## config.mk

```make
export PLATFORM = sky130hd
export DESIGN_NAME = sap_ram_loader
export DESIGN_NICKNAME = d
export VERILOG_FILES = /design/src/rtl/sap_ram_loader.sv
export SDC_FILE = /design/constraint.sdc
export NUM_CORES = 1
export LEC_CHECK = 0
export ABC_CLOCK_PERIOD_IN_PS = 3800
export BUFFER_PORTS_ARGS = -buffer_cell sky130_fd_sc_hd__buf_2
export CORE_MARGIN = 2
export CORE_UTILIZATION = 45
export CTS_CLUSTER_SIZE = 16
export DETAILED_ROUTE_END_ITERATION = 6
export PLACE_DENSITY = 0.72
export SLEW_MARGIN = 25
export SYNTH_ARGS = -nofsm -noshare
export SYNTH_HDL_FRONTEND = slang
export SYNTH_SLANG_ARGS = --single-unit
export TNS_END_PERCENT = 1
```

## constraint.sdc

```tcl
create_clock -name clk -period 3.8 [get_ports clk]
set_input_delay 0.19 -clock clk [delete_from_list [all_inputs] [get_ports clk]]
set_output_delay 0.19 -clock clk [all_outputs]
set_load 0.02 [all_outputs]
```

## src/rtl/sap_ram_loader.sv

```systemverilog
// SAP-1 program loader: takes bytes from a valid/ready stream and writes them into the
// 16x8 RAM over the shared bus, optionally reading each one back, while the CPU is halted.
module sap_ram_loader #(
    parameter int DEPTH  = 16,
    parameter int ADDR_W = 4,
    parameter int VERIFY = 1
) (
    input  logic              clk,
    input  logic              reset_n,
    input  logic              start,
    input  logic              abort,
    input  logic              in_valid,
    input  logic [7:0]        in_data,
    output logic              in_ready,
    input  logic [7:0]        bus_in,
    output logic [7:0]        bus_out,
    output logic              bus_oe,
    output logic              ram_address_enable,
    output logic              ram_write_enable,
    output logic              ram_output_enable,
    output logic              cpu_halt,
    output logic              busy,
    output logic              done,
    output logic              error,
    output logic [ADDR_W-1:0] load_addr
);

    typedef enum logic [2:0] {
        S_IDLE,
        S_WAIT,
        S_ADDR,
        S_WR,
        S_RD,
        S_DONE,
        S_ERR
    } state_t;

    state_t            r_state;
    state_t            w_next;
    logic [7:0]        r_data;
    logic [ADDR_W-1:0] r_addr;
    logic              w_last;
    logic              w_rd_ok;
    logic              w_restart;
    logic              w_advance;

    assign w_last    = (r_addr == ADDR_W'(DEPTH - 1));
    assign w_rd_ok   = (bus_in == r_data);
    assign w_restart = start && (r_state == S_IDLE || r_state == S_DONE || r_state == S_ERR);
    // The address step is folded into the WR/RD exit, so a byte costs WAIT+ADDR+WR(+RD)
    assign w_advance = (r_state == S_WR || r_state == S_RD) && (w_next == S_WAIT);

    always_ff @(posedge clk or negedge reset_n) begin
        if (!reset_n) begin
            r_state <= S_IDLE;
        end else begin
            r_state <= w_next;
        end
    end

    always_comb begin
        w_next = r_state;
        if (abort) begin
            w_next = S_IDLE;
        end else begin
            case (r_state)
                S_IDLE, S_DONE, S_ERR: if (start) w_next = S_WAIT;
                S_WAIT:                if (in_valid) w_next = S_ADDR;
                S_ADDR:                w_next = S_WR;
                S_WR: begin
                    if (VERIFY != 0) w_next = S_RD;
                    else             w_next = w_last ? S_DONE : S_WAIT;
                end
                S_RD: begin
                    if (!w_rd_ok) w_next = S_ERR;
                    else          w_next = w_last ? S_DONE : S_WAIT;
                end
                default:               w_next = S_IDLE;
            endcase
        end
    end

    always_ff @(posedge clk or negedge reset_n) begin
        if (!reset_n) begin
            r_addr <= '0;
            r_data <= '0;
        end else begin
            if (abort || w_restart) begin
                r_addr <= '0;
            end else if (w_advance) begin
                r_addr <= r_addr + ADDR_W'(1);
            end
            if (r_state == S_WAIT && in_valid && !abort) begin
                r_data <= in_data;
            end
        end
    end

    always_comb begin
        in_ready           = 1'b0;
        bus_out            = '0;
        bus_oe             = 1'b0;
        ram_address_enable = 1'b0;
        ram_write_enable   = 1'b0;
        ram_output_enable  = 1'b0;
        cpu_halt           = 1'b0;
        busy               = 1'b0;
        done               = 1'b0;
        error              = 1'b0;
        load_addr          = r_addr;
        case (r_state)
            S_WAIT: begin
                in_ready = !abort;
                cpu_halt = 1'b1;
                busy     = 1'b1;
            end
            S_ADDR: begin
                bus_oe             = 1'b1;
                bus_out            = 8'(r_addr);
                ram_address_enable = 1'b1;
                cpu_halt           = 1'b1;
                busy               = 1'b1;
            end
            S_WR: begin
                bus_oe           = 1'b1;
                bus_out          = r_data;
                ram_write_enable = 1'b1;
                cpu_halt         = 1'b1;
                busy             = 1'b1;
            end
            S_RD: begin
                ram_output_enable = 1'b1;
                cpu_halt          = 1'b1;
                busy              = 1'b1;
            end
            S_DONE: done = 1'b1;
            S_ERR: begin
                error    = 1'b1;
                cpu_halt = 1'b1;
            end
            default: ;
        endcase
    end

endmodule

```

==> impl_metrics.py <==
metrics = {
    "cells_and_area": {
        "fin_cells": 181,
        "antennaDiodeCount": 0,
        "area_growth_pct": 21.2,
        "nFillCells": 232,
        "layout.nets": 174,
        "drive_gt1_share_pct": 47.0,
        "post-route-util_pct": 58.0,
    },
    "global_routing": {
        "busiest_layer": "met2",
        "use_met3_pct": 7.96,
        "antenna_found_initial": 0,
        "grtUsageMet2_pct": 30.1,
        "grt_pass1_wl_microns": 4740,
        "grt_pass1_vias": 962,
        "grt_util_met1_pct": 25.5,
        "grt_max_degree": 23,
        "gr-usage-all-layers_pct": 19.5,
        "grt.overflow.total": 0,
    },
    "synth": {
        "yosysTopAreaCell": "dfrtp_1",
        "synth_area_sq_um": 1190,
        "synth_commonest_cells": "15 x dfrtp_1, 12 x nor2_1, 10 x nand2_1, 8 x mux2_4, 8 x mux2i_1",
        "synthCells": 109,
        "syn_avg_cell_area_sq_um": 10.9,
        "synth-xor-area-share_pct": 9.18,
        "synth_compound_area_share_pct": 8.44,
        "synth_fa_ha_area_share_pct": 1.05,
        "yosysUniqueCellTypes": 36,
        "synthSimpleGateAreaFrac_pct": 29.1,
        "synthArstFlopShare_pct": 100,
        "ys_warn_count": 0,
        "synth_fp_nets": 131,
        "synth_area_leaders": "dfrtp_1 32%, mux2_4 10%, mux2i_1 6.8%",
        "synth_most_common_cell": "dfrtp_1",
        "yosys.area.top_type_share_pct": 31.6,
        "ys_seq_area_share_pct": 31.6,
        "synth_mux_area_share_pct": 16.9,
        "synth_top_family_by_area": "simple AND/OR/NAND/NOR gates",
        "synth_edf_count": 0,
        "synth_ff_type": "dfrtp_1",
        "ys_ff_latch": 15,
    },
    "timing": {
        "setup_violations": 0,
        "rsz0062_at_grt": "false",
        "tns_ps": 0,
        "final_max_slew_viol_count": 0,
        "worst_slack_ps": 1870,
        "tightestPinTransition_ps": 738,
        "fmax_mhz": 518,
        "finalCritPeriodShare_pct": 50.8,
        "finalHoldViolations": 0,
        "skew_ps": 4.97,
        "period_minus_slack_ps": 1930,
        "max_slew_margin_pct": 50.8,
    },
    "floorplanning": {
        "dieArea_sq_um": 3060,
        "row_count": 18,
        "die_h_microns": 55.3,
        "io_pins": 42,
        "core_area_sq_um": 2480,
        "initial_core_util_pct": 47.9,
        "die_w_microns": 55.3,
    },
    "setup_path": {
        "crit_family": "flip-flops",
        "worstPathRequired_ps": 3610,
        "crit_buf_inv": 1,
        "crit_slowest_cell": "dfrtp_1",
        "startpoint_type": "flip-flop",
        "cp_max_fo": 22,
        "crit_chain": "nor4b_4 -> buf_2",
        "critPathMaxStageDelay_ps": 830,
        "path_class": "flip-flop to output port",
        "worstSetupEndpointType": "output port",
        "cp.arrival_ps": 1740,
    },
    "clocking": {
        "cts_resized": 0,
        "cts-root-buf": "clkbuf_4",
        "cts_tree": "done",
        "clkLatencyLatePin_ps": 290,
        "cts_inserted_buffers": 3,
        "clockBufferDepth": 2,
        "numClockSinks": 15,
        "h-tree-depth": 1,
        "post_cts_buffers": 0,
        "clkTransAtPathRegs_ps": 100,
        "hold_buffers": 1,
    },
    "drt": {
        "first_pass_iters": 4,
        "route.vias.total": 975,
        "viasPerCell": 5.39,
        "wl_per_cell_microns": 14.8,
        "drt_iter0_markers": 24,
        "drc": 0,
        "drt_wl_total_microns": 2680,
        "ant_nets": 0,
    },
    "placed_design": {
        "place_ws_ps": 1920,
        "port-buffer-count": 41,
        "routabilityCongestion": 0.753,
        "place_hpwl_microns": 2080,
        "place_inst": 176,
    },
    "worst_hold_path": {
        "hp-class": "primary input to flip-flop",
    },
    "power": {
        "vdd_drop_max_mv": 0.339,
        "power_density_nw_per_um2": 431,
        "power_uw": 619,
        "power_leakage_nw": 0.738,
    },
    "job": {
        "maxCapViolCount": 0,
    },
    "outcome": {
        "status": "complete, no violations",
    },
}
## registers in the layout (all words and copies together) (netlist names)
register and cells:
load_addr 4, r_data 8, r_state 3
## power by group
part | switching, mW | internal [mW] | total (mW)
logic | 0.122 | 0.140 | 0.262
registers | 0.0618 | 0.200 | 0.262
clock network | 0.0568 | 0.0392 | 0.0960
## logic make-up after synthesis
group                    after synthesis
XOR/XNOR                               9
buffers and inverters                  8
AO/OA/AOI/OAI                         13
multiplexers                          16
flip-flops                            15
AND/OR/NAND/NOR                       47
adder cells (fa/ha/maj)                1
## layer usage
metal	vias up	share of wire, %
met2	29	48
met4	0	1.2
met5	-	0
met3	4	6.7
met1	472	44
li1	470	-
## path summary, 6_finish.rpt
path / start / to / slack (ps) / cells after the start
max in group asynchronous: reset_n / r_data[0]$_DFFE_PN0P_ / 3200 / 2
worst max register to register: r_state[0]$_DFF_PN0_ / load_addr[1]$_DFFE_PN0P_ / 1920 / 4
worst min-delay path: in_data[2] / r_data[2]$_DFFE_PN0P_ / 120 / 2
min in group asynchronous: reset_n / r_data[4]$_DFFE_PN0P_ / 340 / 2
worst max-delay path: r_state[0]$_DFF_PN0_ / in_ready / 1870 / 2
worst min register to register: r_data[4]$_DFFE_PN0P_ / r_data[4]$_DFFE_PN0P_ / 570 / 1
## area by class of cell
type / instances / area (sq um) / share of cell area, %
clock buffers: 3 / 22.5 / 1.57
clock inverters: 1 / 5.00 / 0.348
inverters: 4 / 15.0 / 1.04
multi-input cells: 86 / 767 / 53.4
flip-flops and latches: 15 / 375 / 26.1
well taps: 30 / 37.5 / 2.61
repair buffers: 42 / 215 / 15.0
## stage by stage
stage / hold slack (ps) / instance area (sq um)
floorplan: -106 / 1190
global placement: 116 / 1400
detailed placement: 127 / 1400
CTS: 111 / 1440
global route: 99.6 / 1440
finish: 120 / 1440
## layout by cell type, fill, tap and decap left out, drive strengths merged
cell type / n
a21oi: 5
a311oi: 1
nand4: 2
nor4b: 2
clkbuf: 3
a211o: 1
a31oi: 1
o21ai: 3
nand2b: 5
mux2: 8
nor3: 1
mux2i: 8
xor2: 1
nor4: 3
nand3b: 1
nand4b: 1
a221oi: 1
ha: 1
xnor2: 8
nand2: 13
nor2: 13
inv: 4
nand3: 1
or3: 1
dlygate4sd3: 1
o21ba: 1
and3: 4
buf: 41
dfrtp: 15
clkinv: 1
Note: power is estimated with default switching activity, not from simulation.
